File: src/rtl/apb_port_bridge.sv
// APB bridge: one upstream transfer at a time, forwarded to one of N_PORTS
// downstream ports with access timeout, unmapped-port errors and an error counter.
module apb_port_bridge #(
    parameter int N_PORTS = 6,
    parameter int ADDR_W  = 12,
    parameter int DATA_W  = 32,
    parameter int TIMEOUT = 255,
    parameter int SEL_W   = (N_PORTS > 1) ? $clog2(N_PORTS) : 1
) (
    input  logic                      clk,
    input  logic                      rst,
    input  logic                      psel_in,
    input  logic                      penable_in,
    input  logic                      pwrite_in,
    input  logic [SEL_W-1:0]          sel_port,
    input  logic [ADDR_W-1:0]         paddr_in,
    input  logic [DATA_W-1:0]         pwdata_in,
    output logic                      pready_out,
    output logic [DATA_W-1:0]         prdata_out,
    output logic                      pslverr_out,
    output logic [N_PORTS-1:0]        psel_o,
    output logic [N_PORTS-1:0]        penable_o,
    output logic                      pwrite_o,
    output logic [ADDR_W-1:0]         paddr_o,
    output logic [DATA_W-1:0]         pwdata_o,
    input  logic [N_PORTS*DATA_W-1:0] prdata_i,
    input  logic [N_PORTS-1:0]        pready_i,
    input  logic [N_PORTS-1:0]        pslverr_i,
    output logic [7:0]                err_count
);

    typedef enum logic [1:0] {IDLE, SETUP, ACCESS, DONE} state_e;

    state_e              state_q, state_d;
    logic                req_q, req_d;
    logic                write_q, write_d;
    logic [ADDR_W-1:0]   addr_q, addr_d;
    logic [DATA_W-1:0]   wdata_q, wdata_d;
    logic [SEL_W-1:0]    port_q, port_d;
    logic [7:0]          cnt_q, cnt_d;
    logic [DATA_W-1:0]   rdata_q, rdata_d;
    logic                err_d;
    logic                pready_q, pslverr_q, pwrite_q;
    logic [N_PORTS-1:0]  psel_q, penable_q, psel_d, penable_d;
    logic [7:0]          errcnt_q, errcnt_d;

    logic [N_PORTS-1:0]  onehot;
    logic [DATA_W-1:0]   rd_sel;
    logic                rdy_sel, err_sel, mapped;

    // Port decode and response mux; only the captured port is ever observed.
    always_comb begin
        onehot  = '0;
        rd_sel  = '0;
        rdy_sel = 1'b0;
        err_sel = 1'b0;
        for (int k = 0; k < N_PORTS; k++) begin
            if (port_q == SEL_W'(k)) begin
                onehot[k] = 1'b1;
                rd_sel    = prdata_i[k*DATA_W +: DATA_W];
                rdy_sel   = pready_i[k];
                err_sel   = pslverr_i[k];
            end
        end
    end

    assign mapped = (int'(port_q) < N_PORTS);

    // The request is captured first and dispatched on the following edge,
    // so every output can be registered from the next state.
    always_comb begin
        state_d = state_q;
        req_d   = req_q;
        write_d = write_q;
        addr_d  = addr_q;
        wdata_d = wdata_q;
        port_d  = port_q;
        cnt_d   = cnt_q;
        rdata_d = rdata_q;
        err_d   = 1'b0;
        case (state_q)
            IDLE: begin
                if (req_q) begin
                    req_d = 1'b0;
                    if (mapped) begin
                        state_d = SETUP;
                    end else begin
                        state_d = DONE;
                        err_d   = 1'b1;
                        rdata_d = '0;
                    end
                end else if (psel_in && !penable_in) begin
                    req_d   = 1'b1;
                    write_d = pwrite_in;
                    addr_d  = paddr_in;
                    wdata_d = pwdata_in;
                    port_d  = sel_port;
                end
            end
            SETUP: begin
                state_d = ACCESS;
                cnt_d   = '0;
            end
            ACCESS: begin
                cnt_d = cnt_q + 8'd1;
                if (rdy_sel) begin
                    state_d = DONE;
                    err_d   = err_sel;
                    rdata_d = (write_q || err_sel) ? '0 : rd_sel;
                end else if (cnt_q == 8'(TIMEOUT)) begin
                    state_d = DONE;
                    err_d   = 1'b1;
                    rdata_d = '0;
                end
            end
            default: state_d = IDLE;
        endcase

        psel_d    = (state_d == SETUP || state_d == ACCESS) ? onehot : '0;
        penable_d = (state_d == ACCESS) ? onehot : '0;
        errcnt_d  = errcnt_q;
        if (state_d == DONE && err_d && errcnt_q != 8'hFF)
            errcnt_d = errcnt_q + 8'd1;
    end

    always_ff @(posedge clk or posedge rst) begin
        if (rst) begin
            state_q   <= IDLE;
            req_q     <= 1'b0;
            write_q   <= 1'b0;
            addr_q    <= '0;
            wdata_q   <= '0;
            port_q    <= '0;
            cnt_q     <= '0;
            rdata_q   <= '0;
            pready_q  <= 1'b0;
            pslverr_q <= 1'b0;
            pwrite_q  <= 1'b0;
            psel_q    <= '0;
            penable_q <= '0;
            errcnt_q  <= '0;
        end else begin
            state_q   <= state_d;
            req_q     <= req_d;
            write_q   <= write_d;
            addr_q    <= addr_d;
            wdata_q   <= wdata_d;
            port_q    <= port_d;
            cnt_q     <= cnt_d;
            rdata_q   <= rdata_d;
            pready_q  <= (state_d == DONE);
            pslverr_q <= (state_d == DONE) && err_d;
            pwrite_q  <= write_d;
            psel_q    <= psel_d;
            penable_q <= penable_d;
            errcnt_q  <= errcnt_d;
        end
    end

    assign pready_out  = pready_q;
    assign pslverr_out = pslverr_q;
    assign prdata_out  = rdata_q;
    assign psel_o      = psel_q;
    assign penable_o   = penable_q;
    assign pwrite_o    = pwrite_q;
    assign paddr_o     = addr_q;
    assign pwdata_o    = wdata_q;
    assign err_count   = errcnt_q;

endmodule
File: config.mk
export PLATFORM = sky130hd
export DESIGN_NAME = apb_port_bridge
export DESIGN_NICKNAME = d
export VERILOG_FILES = /design/src/rtl/apb_port_bridge.sv
export SDC_FILE = /design/constraint.sdc
export NUM_CORES = 1
export LEC_CHECK = 0
export BUFFER_PORTS_ARGS = -buffer_cell sky130_fd_sc_hd__clkbuf_2
export CORE_AREA = 5 5 136 138
export DETAILED_ROUTE_END_ITERATION = 7
export DIE_AREA = 0 0 141 143
export MAX_ROUTING_LAYER = met4
export PLACE_DENSITY = 0.75
export SETUP_SLACK_MARGIN = 0.05
export SYNTH_ARGS = -nofsm -noshare
export SYNTH_HDL_FRONTEND = slang
export SYNTH_SLANG_ARGS = --single-unit
File: constraint.sdc
create_clock -name clk -period 7.25 [get_ports clk]
set_clock_uncertainty 0.2 [all_clocks]
set_input_delay 1.45 -clock clk [delete_from_list [all_inputs] [get_ports clk]]
set_output_delay 1.45 -clock clk [all_outputs]
set_load 0.02 [all_outputs]
==> key figures, run 1 <==
Logic synthesis
  • Mux share of post-synthesis cell area: 28.18%
  • Xor and xnor fraction of the mapped netlist area: between 1 and 1.5%
  • Post-Synth Adder-Cell Area: 1.468%
  • Synth cell types: 45
  • Yosys reg bits: 113
  • Mapped cell area: between 5000 and 6000 um^2
  • Synth Area in Simple Gates: 5.430%
  • Main combinational cell family by area after synthesis: multiplexers
  • Cells after Synth: 470
  • Syn Area/Cell: 12.70 um^2
  • Post-synthesis sequential area ratio: 47.38%
  • Compound-Gate Fraction of Synth Area: 11.01%
  • Post-synth net total: 733
  • Syn. warnings: 0

Clocking
  • CTS Buf Count: 17
  • TritonCTS clock tree: done
  • H-tree levels: 4
  • Cts repair resizes: 0
  • Postcts setup bufs: 0
  • CTS max path bufs: 2
  • Worst-path clk slew: 0.06 ns
  • Worst-Skew Late Latency: about 0.4 ns
  • Root buf cell: clkbuf_16
  • Clock sinks: 113
  • Hold_buf cts: 0

Route
  • Vias per cell: 4.975
  • WL/cell: about 19 um
  • Drt first pass iters: 4
  • Routed WL: 19770 um
  • Vias after detailed routing: 5259
  • # DRC: 0
  • DRT iter0 DRCs: 215
  • Antenna violation net count after detailed routing: 0

Worst hold path
  • Hold Crit Class: flip-flop to flip-flop
  • Critical hold path startpoint: cnt_q[0]

Flow run
  • Max-Cap Viols: 0

Final layout
  • Most common cell after layout, fill and taps aside: clkbuf_2
  • Layout cells sized above 1: 58.48%
  • Layout Utilization: about 50%
  • Final net count: 1081
  • Layout overhead on the synthesized area: 43.56%
  • Register Area: 2833 um^2
  • Non-filler cells, final: 1057
  • Post-route cell area: 8568 um^2
  • Area of the multi-input gates: 2830 um^2
  • Most frequent cells in the layout: clkbuf_2, dfrtp_1, mux2_2
  • Filler Cell Count: between 1500 and 2000

Worst setup path
  • Crit Path Category: primary input to flip-flop
  • CP max FO: 6
  • Worst setup path startpoint: pready_i[1]
  • Critical path capture point type: flip-flop
  • Worst Path Required: 7.34 ns
  • RR Startpoint: port_q[0]
  • Cell family with most CP delay: compound AO/OA/AOI/OAI gates
  • Max incr delay on CP: about 0.60 ns
  • Worst EP arrival: about 4 ns
  • Crit path launch type: primary input
  • Critical path's most frequent cell: mux2_1
  • CP bufs+invs: 2
  • Cell chain of the critical path: clkbuf_2 > mux2_1 > a222oi_1 > o21ai_1 > o21ai_0 > a21o_1 > inv_1 > ha_1 > nand2_1 > nor2_2 > mux2_1
  • Crit-path slowest cell: a222oi_1

Power and ir drop
  • Worst vdd ir: between 0.0003 and 0.0004 V
  • Pwr dens: 449.8 nW/um^2
  • Total power: 0.003854 W
  • Pleak: ~4.5 nW

Timing
  • Worst-margin pin slew: around 0.82 ns
  • RSZ-0062 raised after global routing: no
  • Setup TNS Final: 0 ns
  • Slew Limit Fails: 0
  • Setup violations, final: 0
  • Endpoints failing hold: 0
  • Crit share post-route: ~55%
  • Slew margin rel.: 45.41%
  • F_max: roughly 0.25 GHz
  • Post-layout min period: 3.970 ns

Global route
  • First-pass GRT wire length: a little under 30000 um
  • Vias in the first global route: 5585
  • Initial antenna violation count: 1
  • Total GRT Usage: about a fifth
  • Largest net degree at the start of global routing: 68
  • GRT overflow: 0

Die
  • Cell Rows: 48
  • Die height: 143 um
  • Initial core utilization: 34.99%
  • IO Count: 355
  • CORE AREA: 17060 um^2
  • Die X: 141 um
  • Die area: a little over 20000 um^2

Outcome
  • Outcome: finished clean

Placement
  • HPWL Detailed: 15750 um
  • PortBufs: 354
  • Routability cong.: a little under 0.9
  • Placed cell count: 1024
  • Area after DPL: roughly 7900 um^2
-- state kept, by name, indices dropped and copies added (netlist names) --
signal and cells:
pwrite_o 1, prdata_out 32, penable_o 6, req_q 1, err_count 8, paddr_o 12
cnt_q 8, pslverr_out 1, port_q 3, pready_out 1, pwdata_o 32, psel_o 6
state_q 2
-- routing by layer --
metal  share of wire [%]  vias to the layer above  GRT usage [%]
li1                    -                     2448              -
met1                  40                     2588          23.78
met2                  53                      199          32.43
met3                 5.9                       24          5.425
met4                 1.8                        0          5.711
met5                   0                        -              -
-- synth_stat cells (all sizes together) --
cell	number	area, um^2
o21bai	1	7.510
o21ai	11	55.05
clkbuf	15	57.55
a21o	1	7.510
nor3	5	25.02
or3	2	17.52
or2	1	6.260
nor4	2	18.77
nand2b	5	31.28
nand4	3	18.77
o22ai	33	206.5
nand2	11	41.29
o31ai	1	7.510
a21oi	2	10.01
a31oi	2	27.53
buf	18	121.4
xnor2	1	8.760
and3	2	12.51
mux2	53	600.6
xor2	6	52.55
nor2	17	66.32
nor2b	4	25.02
inv	40	150.1
nor3b	1	7.510
a22o	34	297.8
mux4	32	720.7
and4	1	8.760
a2111oi	1	27.53
dfrtp	113	2828
a222oi	1	10.01
mux2i	36	360.4
ha	7	87.58
nand3	7	35.03
nor4bb	1	10.01
-- final timing paths --
check,end,slack (ns),depth (start not counted)
setup / recovery,err_count[1],3.28,11
hold / removal,cnt_q[0],0.29,1
setup reg to reg,err_count[1],3.35,10
hold reg to reg,cnt_q[0],0.29,1
max in group asynchronous,port_q[0],4.68,3
min in group asynchronous,pwdata_o[19],1.00,2
-- final cells by class --
cell class,count,area share [%]
Antenna cell,1,0.02921
Clock buffer,20,5.330
Clock inverter,12,2.103
Multi-Input combinational cell,284,33.03
Sequential cell,113,33.06
Timing Repair Buffer,362,21.38
Inverter,40,1.782
Tap cell,225,3.286
-- through the flow --
step	setup slack, ns	hold slack [ns]
floorplan	2.613	0.2627
global placement	2.844	0.2853
detailed placement	2.790	0.2913
CTS	3.225	0.2988
global route	3.017	0.3154
finish	3.280	0.2948
-- report_power, final --
group,switching [W],internal (W)
registers,0.000227,0.000899
logic,0.00103,0.000806
clock network,0.000294,0.000594
total,0.00156,0.00230
-- cells by family (layout without fill, tap and decap cells) --
family,Yosys count,in the layout
buf+inv,73,434
simple gates,62,62
compound gates,87,87
fa+ha+maj,7,7
flops,113,113
xor+xnor,7,7
other cells,0,1
mux,121,121
Note: power is estimated with default switching activity, not from simulation.
==> run 2: changes to the inputs <==
- ABC_AREA: default -> 1
- CORE_AREA: 5 5 136 138 -> 5 5 133 135
- DIE_AREA: 0 0 141 143 -> 0 0 138 140
- PLACE_DENSITY: 0.75 -> 0.8
- clock period: 7.25 -> 3.7 ns (I/O delays scaled with it)
==> key figures, run 2 <==
Route
  • DRT iter0 DRCs: 666
  • # DRC: 0
  • WL/cell: roughly 20 um
  • Vias per cell: 5.448
  • Antenna violation net count after detailed routing: 0
  • Drt first pass iters: 6
  • Routed WL: 26520 um
  • Vias after detailed routing: 7295

Timing
  • Setup violations, final: 0
  • Slew Limit Fails: 0
  • Final hold slack: about 0.25 ns
  • F_max: 0.3352 GHz
  • Slew margin rel.: 48.53%
  • Crit share post-route: 80.64%
  • Endpoints failing hold: 0
  • RSZ-0062 raised after global routing: no
  • Worst-margin pin slew: 0.7704 ns
  • Setup TNS Final: 0 ns
  • Post-layout min period: 2.984 ns

Die
  • Cell Rows: 47
  • IO Count: between 300 and 400
  • Die area: 19320 um^2
  • Die height: 140 um
  • Die X: roughly 140 um
  • Initial core utilization: 39.12%
  • CORE AREA: 16350 um^2

Final layout
  • Post-route cell area: just under 9000 um^2
  • Final net count: approximately 1400
  • Layout overhead on the synthesized area: 39.84%
  • Most frequent cells in the layout: clkbuf_2, nand2_1, dfrtp_1
  • Most common cell after layout, fill and taps aside: clkbuf_2
  • Layout cells sized above 1: a little over two fifths
  • Non-filler cells, final: ~1300

Logic synthesis
  • Synth top area share: 44.22%
  • Cells after Synth: 773
  • Post-synth ARST share: 100.0%
  • Synth cell types: 35
  • Syn Area/Cell: 8.273 um^2
  • Top-count cell post-synth: nand2_1
  • Mapped cell area: 6395 um^2
  • Top cells by count, synth: nand2_1, dfrtp_1, nand3_1
  • Syn. warnings: 0
  • Leading area contributor after synthesis: dfrtp_1
  • Post-synth net total: between 1000 and 1500
  • Top_reg_cell synth: dfrtp_1
  • Post-synthesis sequential area ratio: 44.22%
  • Ranking of synthesized cells by area: dfrtp_1, nand3_1, nand2_1
  • Number of flops mapped to enable cells by yosys: 0
  • Yosys reg bits: between 100 and 150

Global route
  • GRT overflow: 0
  • Largest net degree at the start of global routing: 65
  • Vias in the first global route: 6982
  • Initial antenna violation count: 3
  • First-pass GRT wire length: between 30000 and 40000 um
  • Total GRT Usage: 27.12%

Worst setup path
  • Worst setup path startpoint: port_q[2]
  • Crit path launch type: flip-flop
  • RR Startpoint: port_q[2]
  • Worst Path Required: 3.79 ns
  • Crit Path Category: flip-flop to flip-flop
  • Critical path capture point type: flip-flop
  • R2R Path End: err_count[0]
  • CP max FO: 30
  • Worst EP arrival: 3.08 ns
  • R2R cell count: 11
  • FF-to-FF setup slack: 0.72 ns

Clocking
  • Root buf cell: clkbuf_16
  • CTS Buf Count: 17
  • Clock sinks: 113
  • Cts repair resizes: 0
  • Postcts setup bufs: 0
  • CTS max path bufs: 2
  • TritonCTS clock tree: done
  • Worst-Skew Late Latency: 0.41 ns
  • Hold_buf cts: 0
  • Worst-path clk slew: 0.06 ns
  • H-tree levels: 4

Power and ir drop
  • Total power: 0.003094 W
  • Pwr dens: 346.0 nW/um^2
  • Pleak: 4.836 nW
  • Worst vdd ir: 0.0002991 V

Outcome
  • Outcome: finished clean

Placement
  • PortBufs: 354
  • Routability cong.: 0.9908
  • HPWL Detailed: 19960 um
  • Area after DPL: around 8300 um^2
  • Placed cell count: 1305

Flow run
  • Max-Cap Viols: 0

Worst hold path
  • Hold Crit Class: primary input to async pin
==> run 2: changes by cell type after synthesis, sizes merged, moves of 30 or more <==
cell    change
a21oi      +37
a22o       -34
mux2i      -36
mux4       -32
nand2     +126
nand3     +105
nand4      +41
nor2       +50
o211ai     +30
o21ai      +58
o22ai      -33
==> run 2: worst max-delay path by stage <==
stage,endpoint,cells past startpoint
2_1_floorplan,err_count[3],11
3_3_place_gp,err_count[6],13
3_5_place_dp,err_count[0],11
4_1_cts,err_count[0],11
5_1_grt,err_count[0],11
6_report,err_count[0],11
==> run 2: where the power goes <==
group | internal, W | leakage [nW] | switching [W]
Sequential | 0.00124 | 1.54 | 0
Clock | 0.00107 | 0.290 | 0.000623
Combinational | 0.0000986 | 3.00 | 0.0000705
==> run 2: final cells by class <==
type | instances | area [um^2]
timing repair buffer | 372 | 1932
inverter | 29 | 112.6
fill | 1519 | 7406
multi-input combinational | 571 | 3181
clock buffer | 17 | 425.4
tap | 220 | 275.3
antenna | 2 | 5.005
clock inverter | 15 | 183.9
sequential | 113 | 2828
==> run 2: worst max-delay path, cell delays in order (launching register included) <==
cell	delay, ns
dfrtp_1	0.40
inv_2	0.42
nand3_1	0.30
nor2_1	0.19
nor2_2	0.07
nand4_2	0.11
nand2_1	0.08
a31oi_1	0.25
ha_1	0.51
nand3_4	0.19
nand2_1	0.10
nand2_1	0.06
==> run 2: metrics by stage <==
step | utilization, % | setup WS, ns
global route | 54.70 | 0.4699
detailed placement | 50.94 | 0.7714
floorplan | - | 1.133
global placement | 50.94 | 0.9233
finish | 54.70 | 0.7164
CTS | 54.67 | 0.7327
==> run 2: kinds of logic after synthesis <==
| family | Yosys count | synth area share (%) |
|---|---|---|
| simple gates | 370 | 26.75 |
| flops | 113 | 44.22 |
| compound gates | 142 | 12.56 |
| buf+inv | 89 | 6.222 |
| fa+ha+maj | 7 | 1.370 |
| mux | 45 | 7.924 |
| xor+xnor | 7 | 0.9587 |
==> run 2: routing by layer <==
| layer | wire, um | vias to the layer above | track usage, % |
|---|---|---|---|
| met5 | 0 | - | - |
| met1 | 10510 | 3465 | 34.89 |
| met2 | 12780 | 397 | 42.73 |
| met3 | 2461 | 69 | 6.783 |
| met4 | 767 | 0 | 7.852 |
| li1 | - | 3364 | - |
==> run 3: changes to the inputs <==
- clock period: 3.7 -> 2.75 ns (I/O delays scaled with it)
==> key figures, run 3 (same netlist as run 2, synthesis figures left out) <==
Outcome
  • Outcome: finished clean

Final layout
  • # diodes: 0
  • Layout overhead on the synthesized area: 41.93%
  • Filler Cell Count: approximately 1500
  • Most frequent cells in the layout: clkbuf_2, nand2_1, dfrtp_1
  • Most common cell after layout, fill and taps aside: clkbuf_2
  • Layout cells sized above 1: 41.61%
  • Non-filler cells, final: 1340
  • Final net count: around 1400
  • Post-route cell area: a little over 9000 um^2

Placement
  • Placed cell count: 1307
  • PortBufs: around 350
  • Area after DPL: 8406 um^2
  • HPWL Detailed: 20200 um
  • Routability cong.: 0.9800

Worst hold path
  • Hold Path Sink: pwdata_o[28]
  • Hold Crit Class: primary input to flip-flop
  • Hold depth: 2
  • Critical hold path startpoint: pwdata_in[28]

Die
  • Die X: ~140 um
  • CORE AREA: 16350 um^2
  • Cell Rows: 47
  • Initial core utilization: 39.12%
  • Die height: 140 um
  • Die area: approximately 19000 um^2
  • IO Count: between 300 and 400

Clocking
  • Clock sinks: roughly 110
  • Worst-Skew Late Latency: 0.41 ns
  • Worst-path clk slew: around 0.060 ns
  • CTS max path bufs: 2
  • Root buf cell: clkbuf_16
  • H-tree levels: 4
  • TritonCTS clock tree: done
  • Postcts setup bufs: 0
  • CTS Buf Count: 17

Timing
  • Setup violations, final: 0
  • Post-layout min period: around 2.7 ns
  • F_max: 0.3698 GHz
  • Final hold slack: between 0.15 and 0.2 ns
  • Worst-margin pin slew: 0.5376 ns
  • Endpoints failing hold: 0
  • Slew Limit Fails: 0
  • Crit share post-route: 98.34%
  • Slew margin rel.: a little under two thirds

Power and ir drop
  • Pleak: 4.893 nW
  • Sequential Power Share: between 30% and 40%
  • Sw Pwr: 0.0008792 W
  • Worst vdd ir: 0.0004493 V
  • Pwr dens: 467.2 nW/um^2
  • Combinational power share: 5.4%
  • Total power: 0.004241 W
  • Int Pwr: between 0.003 and 0.004 W
  • Clock Power Share: a little under three fifths
  • Switching Fraction: 20.73%

Route
  • Antenna violation net count after detailed routing: 0
  • Vias per cell: between 5 and 6
  • WL/cell: roughly 20 um
  • DRT iter0 DRCs: 906
  • Routed WL: ~27000 um
  • WL met3: 2254 um
  • # DRC: 0
  • Drt first pass iters: 5
  • Post-Route M1 WL: 10970 um
  • DR WL met2: 13270 um
  • Vias after detailed routing: 7419
  • Highest routed layer: met4

Worst setup path
  • Worst EP arrival: roughly 2.8 ns
  • CP bufs+invs: 2
  • RR Startpoint: cnt_q[0]
  • R2R cell count: 11
  • Crit path launch type: flip-flop
  • Cell chain of the critical path: ha_1 > nand3_1 > nor3_1 > nand3_1 > nand4_2 > nand2_1 > a31oi_4 > inv_1 > ha_1 > inv_1 > nor2_1
  • Crit-path slowest cell: dfrtp_1
  • R2R Path End: penable_o[3]
  • Max incr delay on CP: roughly 0.38 ns
  • Cell family with most CP delay: simple AND/OR/NAND/NOR gates
  • Critical path capture point type: flip-flop
  • Worst Path Required: 2.82 ns
  • FF-to-FF setup slack: 0.05 ns
  • CP max FO: 6
  • Crit Path Category: flip-flop to flip-flop

Global route
  • Total GRT Usage: 28.26%
  • Largest net degree at the start of global routing: between 60 and 70
  • First-pass GRT wire length: roughly 42000 um
  • Vias in the first global route: 7289
  • Initial antenna violation count: 0
  • GRT overflow: 0

Flow run
  • Max-Cap Viols: 0
## run 3: cell count changes in the layout (fill, tap and decap cells not counted), sizes merged
cell	previous run	this run
clkinv	6	4
inv	31	28
bufinv	3	4
clkinvlp	4	2
clkbuf	371	377
dlygate4sd3	0	1
diode	2	0
buf	18	20
## run 3: worst max path at each step
stage	from	to	slack, ns	depth (start not counted)
floorplan	state_q[0]	err_count[3]	0.18	11
global placement	cnt_q[0]	err_count[3]	0.20	11
detailed placement	cnt_q[0]	err_count[4]	0.08	11
CTS	cnt_q[0]	err_count[3]	0.1	11
global route	cnt_q[0]	psel_o[3]	-0.004	10
finish	cnt_q[0]	penable_o[3]	0.05	11
## run 3: timing repair
item | 4_1_cts | 5_1_grt
pin swaps | 0 | 1
gates resized for setup | 1 | 6
setup endpoints to repair | 8 | 21
endpoints found under the hold margin | 21 | 0
hold buffers | 1 | 0
## run 3: through the flow
| stage | setup slack (ns) | utilization (%) | TNS (ns) |
|---|---|---|---|
| 2_1_floorplan | 0.1834 | - | 0 |
| 3_3_place_gp | 0.2040 | 51.42 | 0 |
| 3_5_place_dp | 0.07903 | 51.42 | 0 |
| 4_1_cts | 0.09523 | 55.30 | 0 |
| 5_1_grt | -0.003937 | 55.52 | -0.003937 |
| 6_report | 0.04558 | 55.52 | 0 |
## run 3: power groups by stage
stage	Clock [W]	Sequential, W	Combinational [W]
final	0.00235	0.00166	0.000230
after global routing	0.00247	0.00166	0.000255
after CTS	0.00237	0.00166	0.000232
after detailed placement	0	0.00169	0.000228
after global placement	0	0.00169	0.000226
after floorplan	0	0.00169	0.0000270
## run 3: metal layers
layer  track usage, %  vias to the layer above
met2            45.04                      411
li1                 -                     3378
met5                -                        -
met3            5.249                       71
met4            8.944                        0
met1            36.79                     3559
## run 3: cell type report
type / count / area (um^2) / share of cell area [%]
Clock buffer: 23 / 467.9 / 5.156
Inverter: 29 / 115.1 / 1.268
Sequential cell: 113 / 2828 / 31.16
Timing Repair Buffer: 375 / 2027 / 22.33
Multi-Input combinational cell: 571 / 3208 / 35.35
Tap cell: 220 / 275.3 / 3.033
Clock inverter: 9 / 155.1 / 1.709
